==> src/rtl/regbank_pkg.sv <==
// ---------------------------------------------------------------------------
// regbank_pkg
// Shared defaults and types for the register-bank write arbiter.
//   DEFAULT_ADDR_BITS    : register address width (bank depth 2**ADDR_BITS)
//   DEFAULT_WORD_WIDE    : data word width
//   DEFAULT_STARVE_LIMIT : consecutive dbg wait cycles that force a dbg grant
//   state_t              : arbiter FSM states (IDLE, CLEAR)
// ---------------------------------------------------------------------------
package regbank_pkg;

   localparam int DEFAULT_ADDR_BITS    = 5;
   localparam int DEFAULT_WORD_WIDE    = 32;
   localparam int DEFAULT_STARVE_LIMIT = 8;

   typedef enum logic [0:0] {
      IDLE  = 1'b0,
      CLEAR = 1'b1
   } state_t;

endpackage

==> src/rtl/regbank_write_arbiter.sv <==
// ---------------------------------------------------------------------------
// regbank_write_arbiter
// Merges pipeline writeback and debug/loader writes into one registered bank
// write port, and can sweep the whole bank to zero on request.
//
// Ports:
//   clock, reset              : sole clock; asynchronous active-low reset
//   wb_valid/addr/data/ready  : pipeline writeback request channel
//   dbg_valid/addr/data/ready : debug/loader write request channel
//   clear_req                 : start a zero-sweep of the whole bank
//   busy                      : high while the sweep runs (state CLEAR)
//   clear_done                : one-cycle pulse after the last sweep write
//   regWrite/writeReg/writeData : registered bank write port
//   stateDbg                  : current FSM state, for observation
//
// Handshake: a transfer happens on a rising clock edge where valid and ready
// are both high. ready is combinational from the current state and inputs,
// never depends on itself, and the requester may hold valid for as long as it
// likes; an accepted transfer appears on the bank port for the whole next
// cycle. Writes to register 0 complete the handshake but never reach the bank.
// ---------------------------------------------------------------------------
module regbank_write_arbiter
   import regbank_pkg::*;
#(
   parameter int ADDR_BITS    = DEFAULT_ADDR_BITS,
   parameter int WORD_WIDE    = DEFAULT_WORD_WIDE,
   parameter int STARVE_LIMIT = DEFAULT_STARVE_LIMIT
) (
   input  logic                 clock,
   input  logic                 reset,
   input  logic                 wb_valid,
   input  logic [ADDR_BITS-1:0] wb_addr,
   input  logic [WORD_WIDE-1:0] wb_data,
   output logic                 wb_ready,
   input  logic                 dbg_valid,
   input  logic [ADDR_BITS-1:0] dbg_addr,
   input  logic [WORD_WIDE-1:0] dbg_data,
   output logic                 dbg_ready,
   input  logic                 clear_req,
   output logic                 busy,
   output logic                 clear_done,
   output logic                 regWrite,
   output logic [ADDR_BITS-1:0] writeReg,
   output logic [WORD_WIDE-1:0] writeData,
   output state_t               stateDbg
);

   localparam int STARVE_BITS = $clog2(STARVE_LIMIT + 1);
   localparam logic [ADDR_BITS-1:0]   LAST_ADDR  = '1;
   localparam logic [STARVE_BITS-1:0] STARVE_MAX = STARVE_BITS'(STARVE_LIMIT);

   state_t                 state, stateNext;
   logic [ADDR_BITS-1:0]   sweepCount;
   logic [STARVE_BITS-1:0] starveCount;
   logic                   starved;
   logic                   wbXfer, dbgXfer;
   logic [ADDR_BITS-1:0]   selAddr;
   logic [WORD_WIDE-1:0]   selData;

   assign starved  = (starveCount == STARVE_MAX);
   assign wbXfer   = wb_valid & wb_ready;
   assign dbgXfer  = dbg_valid & dbg_ready;
   assign busy     = (state == CLEAR);
   assign stateDbg = state;

   // Only one channel can be ready-and-valid in a cycle, so a plain mux
   // selects the winning request.
   assign selAddr = wbXfer ? wb_addr : dbg_addr;
   assign selData = wbXfer ? wb_data : dbg_data;

   // Next state and grants. wb normally wins; a dbg requester that has waited
   // STARVE_LIMIT cycles takes the port for one cycle instead.
   always_comb begin
      stateNext = state;
      wb_ready  = 1'b0;
      dbg_ready = 1'b0;
      case (state)
         IDLE: begin
            if (clear_req) begin
               stateNext = CLEAR;
            end else if (starved) begin
               dbg_ready = 1'b1;
            end else begin
               wb_ready  = 1'b1;
               dbg_ready = !wb_valid;
            end
         end
         CLEAR: begin
            if (sweepCount == LAST_ADDR) stateNext = IDLE;
         end
         default: stateNext = IDLE;
      endcase
   end

   always_ff @(posedge clock or negedge reset) begin
      if (!reset) state <= IDLE;
      else        state <= stateNext;
   end

   // Sweep counter sits at 0 in IDLE so every sweep starts from register 0;
   // it wraps back to 0 on the last sweep cycle.
   always_ff @(posedge clock or negedge reset) begin
      if (!reset)              sweepCount <= '0;
      else if (state == IDLE)  sweepCount <= '0;
      else                     sweepCount <= sweepCount + ADDR_BITS'(1);
   end

   // Starvation counter: counts IDLE cycles a dbg request waits, saturating.
   always_ff @(posedge clock or negedge reset) begin
      if (!reset) begin
         starveCount <= '0;
      end else if (!dbg_valid || dbgXfer) begin
         starveCount <= '0;
      end else if (state == IDLE && !starved) begin
         starveCount <= starveCount + STARVE_BITS'(1);
      end
   end

   // Registered bank port. Accepted writes to register 0 are dropped and
   // leave writeReg/writeData holding their previous values.
   always_ff @(posedge clock or negedge reset) begin
      if (!reset) begin
         regWrite  <= 1'b0;
         writeReg  <= '0;
         writeData <= '0;
      end else if (state == CLEAR) begin
         regWrite  <= 1'b1;
         writeReg  <= sweepCount;
         writeData <= '0;
      end else if ((wbXfer || dbgXfer) && (selAddr != '0)) begin
         regWrite  <= 1'b1;
         writeReg  <= selAddr;
         writeData <= selData;
      end else begin
         regWrite  <= 1'b0;
      end
   end

   always_ff @(posedge clock or negedge reset) begin
      if (!reset) clear_done <= 1'b0;
      else        clear_done <= (state == CLEAR) && (sweepCount == LAST_ADDR);
   end

endmodule

==> config.mk <==
export PLATFORM = sky130hd
export DESIGN_NAME = regbank_write_arbiter
export DESIGN_NICKNAME = d
export VERILOG_FILES = /design/src/rtl/regbank_pkg.sv /design/src/rtl/regbank_write_arbiter.sv
export SDC_FILE = /design/constraint.sdc
export NUM_CORES = 1
export LEC_CHECK = 0
export BUFFER_PORTS_ARGS = -buffer_cell sky130_fd_sc_hd__buf_2
export CORE_MARGIN = 4
export CORE_UTILIZATION = 35
export CTS_BUF_LIST = sky130_fd_sc_hd__clkbuf_4
export CTS_CLUSTER_SIZE = 25
export DETAILED_ROUTE_END_ITERATION = 7
export PLACE_DENSITY = 0.65
export SYNTH_ARGS = -nofsm -noshare
export SYNTH_HDL_FRONTEND = slang
export SYNTH_SLANG_ARGS = --single-unit
export TNS_END_PERCENT = 5
==> constraint.sdc <==
create_clock -name clock -period 1.95 [get_ports clock]
set_input_delay 0.2925 -clock clock [delete_from_list [all_inputs] [get_ports clock]]
set_output_delay 0.2925 -clock clock [all_outputs]
set_load 0.05 [all_outputs]
# Yosys cells after proc, flatten, opt, wreduce, memory -nomap -nowiden
# Index checks and enable logic that the tools add are counted.
totals:
  out_inout_bits: 43
  regBits: 49
  wordCells: 45
  input_bits: 79
classes:
  mux: 20
  n_reduce_logical: 11
  add_sub_neg: 2
  n_bitwise: 3
  eq_ne: 2
op_table:
  columns: ["operator", "n"]
  rows:
  - ["$mux 32", 3]
  - ["$mux 5", 4]
  - ["$mux 1", 10]
  - ["$mux 4", 2]
  - ["$add 5x1->5 const B", 1]
  - ["$eq 5x5->1 const B", 1]
  - ["$reduce_bool 5->1", 1]
  - ["$add 4x1->4 const B", 1]
  - ["$eq 4x4->1 const B", 1]
  - ["$reduce_bool 2->1", 2]
  - ["$logic_and 1x1->1", 3]
  - ["$logic_not 1->1", 3]
  - ["$and 1x1->1", 2]
  - ["$logic_or 1x1->1", 2]
  - ["$pmux 1 s2", 1]
  - ["$not 1->1", 1]

# Logic depth before layout (Yosys ltp)
depth:
  word_depth: 10
  mapped_depth: 8
  mapped_depth_nobuf: 6

# Worst setup path before layout
# OpenSTA, ideal clock, no wires.
synth_timing:
  kind: "flip-flop to flip-flop"
  start: "reg state (netlist: busy)"
  end: "reg starveCount[0]"
  setup_ns: 0.121
  path_buffers: 1
  setup_slack_ns: -0.695
  required_ns: 1.829
  period_less_slack_ns: 2.645
  t_arrival_ns: 2.524
  stages_incl_launch_ff: 6
  path_cell_list: "dfrtp_1 buf_2 nor2_1 a21boi_0 nand2b_1 nor2_1"
synth_between:
  elab_chain_cells: 4
  elab_cells_between_ends: 7
  cone_classes: "mux: 2; bitwise: 2; reduce/logical: 3"
synth_rtl:
  columns: ["item", "line_no", "rtl"]
  rows:
  - ["start, declared", "regbank_write_arbiter.sv:52", "state_t state, stateNext;"]
  - ["start signal, assigned", "regbank_write_arbiter.sv:97", "else state <= stateNext;"]
  - ["$mux 1 (*)", "regbank_write_arbiter.sv:77", "case (state)"]
  - ["named net dbg_ready", "regbank_write_arbiter.sv:38", "output logic dbg_ready,"]
  - ["$and 1x1->1 (*)", "regbank_write_arbiter.sv:62", "assign dbgXfer = dbg_valid & dbg_ready;"]
  - ["$logic_or 1x1->1 (*)", "regbank_write_arbiter.sv:112", "end else if (!dbg_valid || dbgXfer) begin"]
  - ["$mux 4 or $reduce_bool 2->1 (tied branches)", null, null]
  - ["end signal, assigned", "regbank_write_arbiter.sv:115", "starveCount <= starveCount + STARVE_BITS'(1);"]
  - ["end, declared", "regbank_write_arbiter.sv:54", "logic [STARVE_BITS-1:0] starveCount;"]
# The timed path passes the listed nets; every way through them passes the cells marked *.
# A chain may end at the register's enable or synchronous reset.

# Worst setup path after layout
layout_timing:
  start: "reg starveCount[1]"
  end: "out wb_ready"
layout_between:
  elab_chain_cells: 4
layout_rtl:
  columns: ["item", "line_no", "rtl"]
  rows:
  - ["$eq 4x4->1", "regbank_write_arbiter.sv:60", "assign starved = (starveCount == STARVE_MAX);"]
  - ["$mux 1", "regbank_write_arbiter.sv:81", "end else if (starved) begin"]
  - ["$mux 1", "regbank_write_arbiter.sv:79", "if (clear_req) begin"]
  - ["$mux 1", "regbank_write_arbiter.sv:77", null]
  - ["end, declared", "regbank_write_arbiter.sv:34", "output logic wb_ready,"]
# Every way passes these cells.

==> summary.md <==
| Metric | Value |
|---|---|
| CP startpoint kind | `flop` |
| Synthesized area per cell | `10.3 µm²` |
| Die ar. | `8530 µm²` |
| Hold crit path type | `in2reg` |
| Placeable Area | `6870 µm²` |
| Unrepaired setup endpoints after global routing | `yes` |
| Sequential fraction of the synthesis area | `0.492` |
| Initial Util | `0.363` |
| Clock Latency Late Sink | `360 ps` |
| Die Ht | `92.4 µm` |
| Crit Path Category | `reg2out` |
| Die width | `92.4 µm` |
| Post-synth top area share | `0.492` |
| Drc violations | `0` |
| Post-DP HPWL | `5180 µm` |
| H-tree levels | `2` |
| Diodes inserted | `0` |
| Synthesized net count | `324` |
| GRT Total Usage | `0.158` |
| Clock Sinks | `49` |
| Most common cell after layout, fill and taps aside | `buf_2` |
| Pwr dens | `834 nW/µm²` |
| CP arrival | `1570 ps` |
| Vias per inst | `5.10` |
| Synth Cell Area | `2490 µm²` |
| Max-cap violations | `0` |
| Reg2Reg Depth | `6` |
| IO buf count | `121` |
| Static leakage | `1.85 nW` |
| CTS Buf Count | `5` |
| Share of layout cells above drive strength 1 | `0.425` |
| Worst hold path startpoint | `dbg_data[27]` |
| FF-to-FF Start | `starveCount[1]` |
| Hold path cells | `2` |
| # setup viols final | `0` |
| Total grt overflow | `0` |
| Cell variety after synth | `32` |
| Number of synthesis warnings | `0` |
| # IOs | `122` |
| Final hold vios | `0` |
| Max IR drop VDD | `0.000356 V` |
| CTS tree | `built` |
| Status | `finished clean` |
| Critical path peak fanout | `5` |
| Dpl cell area | `3250 µm²` |
| Synth Instances | `241` |
| Final Cycle Share | `0.955` |
| Largest cells by area after synthesis | `dfrtp_1 (49%), o221a_1 (14%), a21oi_1 (6.8%)` |
| Clock root cell | `clkbuf_4` |
| Total number of vias | `2,360` |
| Final instance area | `3440 µm²` |
| Commonest cells after routing, fill and taps aside | `buf_2 (119), dfrtp_1 (49), inv_1 (35)` |
| Headroom to the max-slew limit | `0.629` |
| Synth area leader | `dfrtp_1` |
| First-pass GRT wire length | `10,900 µm` |
| Area grow syn2layout | `38.0%` |
| Post-route minimum period | `1860 ps` |
| Setup crit start | `starveCount[1]` |
| Crit path capture type | `output port` |
| Pre-Repair DR Iteration Count | `4` |
| Slew Viols, Final | `0` |
| Filler cell count in the final layout | `674` |
| Final-stage net count | `449` |
| Vias in the first global route | `2,258` |
| Max Fclk | `537 MHz` |
| CTS max path bufs | `2` |
| FP Rows | `30` |
| Utilization after layout | `0.501` |
| Worst Path Required | `1660 ps` |
| Antenna Violating Nets Remaining | `0` |
| GP Congestion | `0.776` |
| Initial antenna violation count | `0` |
| Largest net degree at the start of global routing | `46` |
| DR iter-0 viols | `121` |
| Drt wl/cell | `15.6 µm` |
| Clk slew on worst S/H paths | `140 ps` |
| Clock Skew | `4.56 ps` |
| Worst-margin pin slew | `557 ps` |
| Post-Place Cells | `450` |
| Synth Register Bits | `49` |
| Final wirelength | `7240 µm` |
| Non-Filler Instances | `463` |
through the flow:
| stage | hold WS, ps | setup slack, ps | power, mW | setup TNS, ps |
|---|---|---|---|---|
| detailed placement | 314 | -5.62 | 2.26 | -5.89 |
| finish | 201 | 87.8 | 2.87 | 0 |
| global route | 163 | -12.2 | 3.05 | -35.5 |
| floorplan | -3.09 | -187 | 1.95 | -6020 |
| global placement | 305 | 20.3 | 2.25 | 0 |
| CTS | 185 | 17.6 | 2.86 | 0 |
what timing repair did:
item	in CTS	in global routing
buffers inserted	0	2
endpoints found under the setup margin	5	39
resized for setup	3	10
hold buffers	1	0
gates cloned	0	2
pin swaps	0	3
hold endpoints to repair	22	0
cells by family (layout without fill, tap and decap cells):
| logic type | count (synthesis) | count (layout) | synth area share |
|---|---|---|---|
| AOI/OAI and AO/OA | 86 | 87 | 0.282 |
| buffers and inverters | 54 | 179 | 0.0969 |
| DFF | 49 | 49 | 0.492 |
| and+or+nand+nor | 43 | 43 | 0.0919 |
| xor gates and xnor gates | 5 | 5 | 0.0176 |
| adders and majority gates | 4 | 4 | 0.0201 |
cells in the mapped netlist:
library cell / instances
a211oi_1: 5
a211oi_2: 1
a21boi_0: 1
a21o_4: 1
a21oi_1: 34
and2_1: 4
and3_1: 1
and3b_1: 1
buf_2: 7
buf_4: 2
buf_6: 3
clkbuf_1: 6
dfrtp_1: 49
ha_1: 4
inv_1: 36
nand2_1: 7
nand2b_1: 2
nand3_1: 3
nand3b_1: 1
nand4_1: 1
nor2_1: 10
nor3_1: 6
nor4_1: 5
o221a_1: 30
o221a_2: 2
o22a_4: 1
o22ai_1: 1
o31ai_1: 10
or3b_4: 1
or4_4: 1
xnor2_1: 2
xor2_1: 3
state kept, by name, indices dropped and copies added (netlist names):
signal / flops
regWrite: 1
starveCount: 4
clear_done: 1
sweepCount: 5
writeData: 32
busy: 1
writeReg: 5
worst max-delay path, cell delays in order, from the launching register on:
cell     delay, ps
dfrtp_1        410
inv_2           60
ha_4           150
and3b_2        260
nor3_2         140
buf_6          180
area by class of cell:
class | count | area [µm²] | area share
flip-flops and latches | 49 | 1230 | 0.357
inverters | 36 | 135 | 0.0393
clock buffers | 6 | 45.0 | 0.0131
repair buffers | 135 | 801 | 0.233
multi-input cells | 139 | 1080 | 0.313
well taps | 96 | 120 | 0.0349
clock inverters | 2 | 33.8 | 0.00983
metal layers:
| layer | global-route usage | routed length [µm] | vias to the layer above |
|---|---|---|---|
| li1 | - | - | 1125 |
| met1 | 0.218 | 3320 | 1150 |
| met2 | 0.251 | 3390 | 79 |
| met3 | 0.0390 | 471 | 6 |
| met4 | 0.0359 | 56 | 0 |
| met5 | 0 | 0 | - |
where the power goes:
part,switching [mW],leakage [nW],internal (mW)
clock network,0.320,0.0433,0.281
logic,0.667,1.15,0.360
registers,0.0945,0.654,1.14
total,1.08,1.85,1.79
worst paths after layout:
path / slack (ps) / end
hold reg to reg: 520 / writeReg[4]
setup reg to reg: 100 / writeData[1]
hold / removal: 200 / writeData[27]
max in group asynchronous: 970 / writeData[3]
setup / recovery: 90 / wb_ready
min in group asynchronous: 440 / writeData[22]
Note: power is estimated with default switching activity, not from simulation.
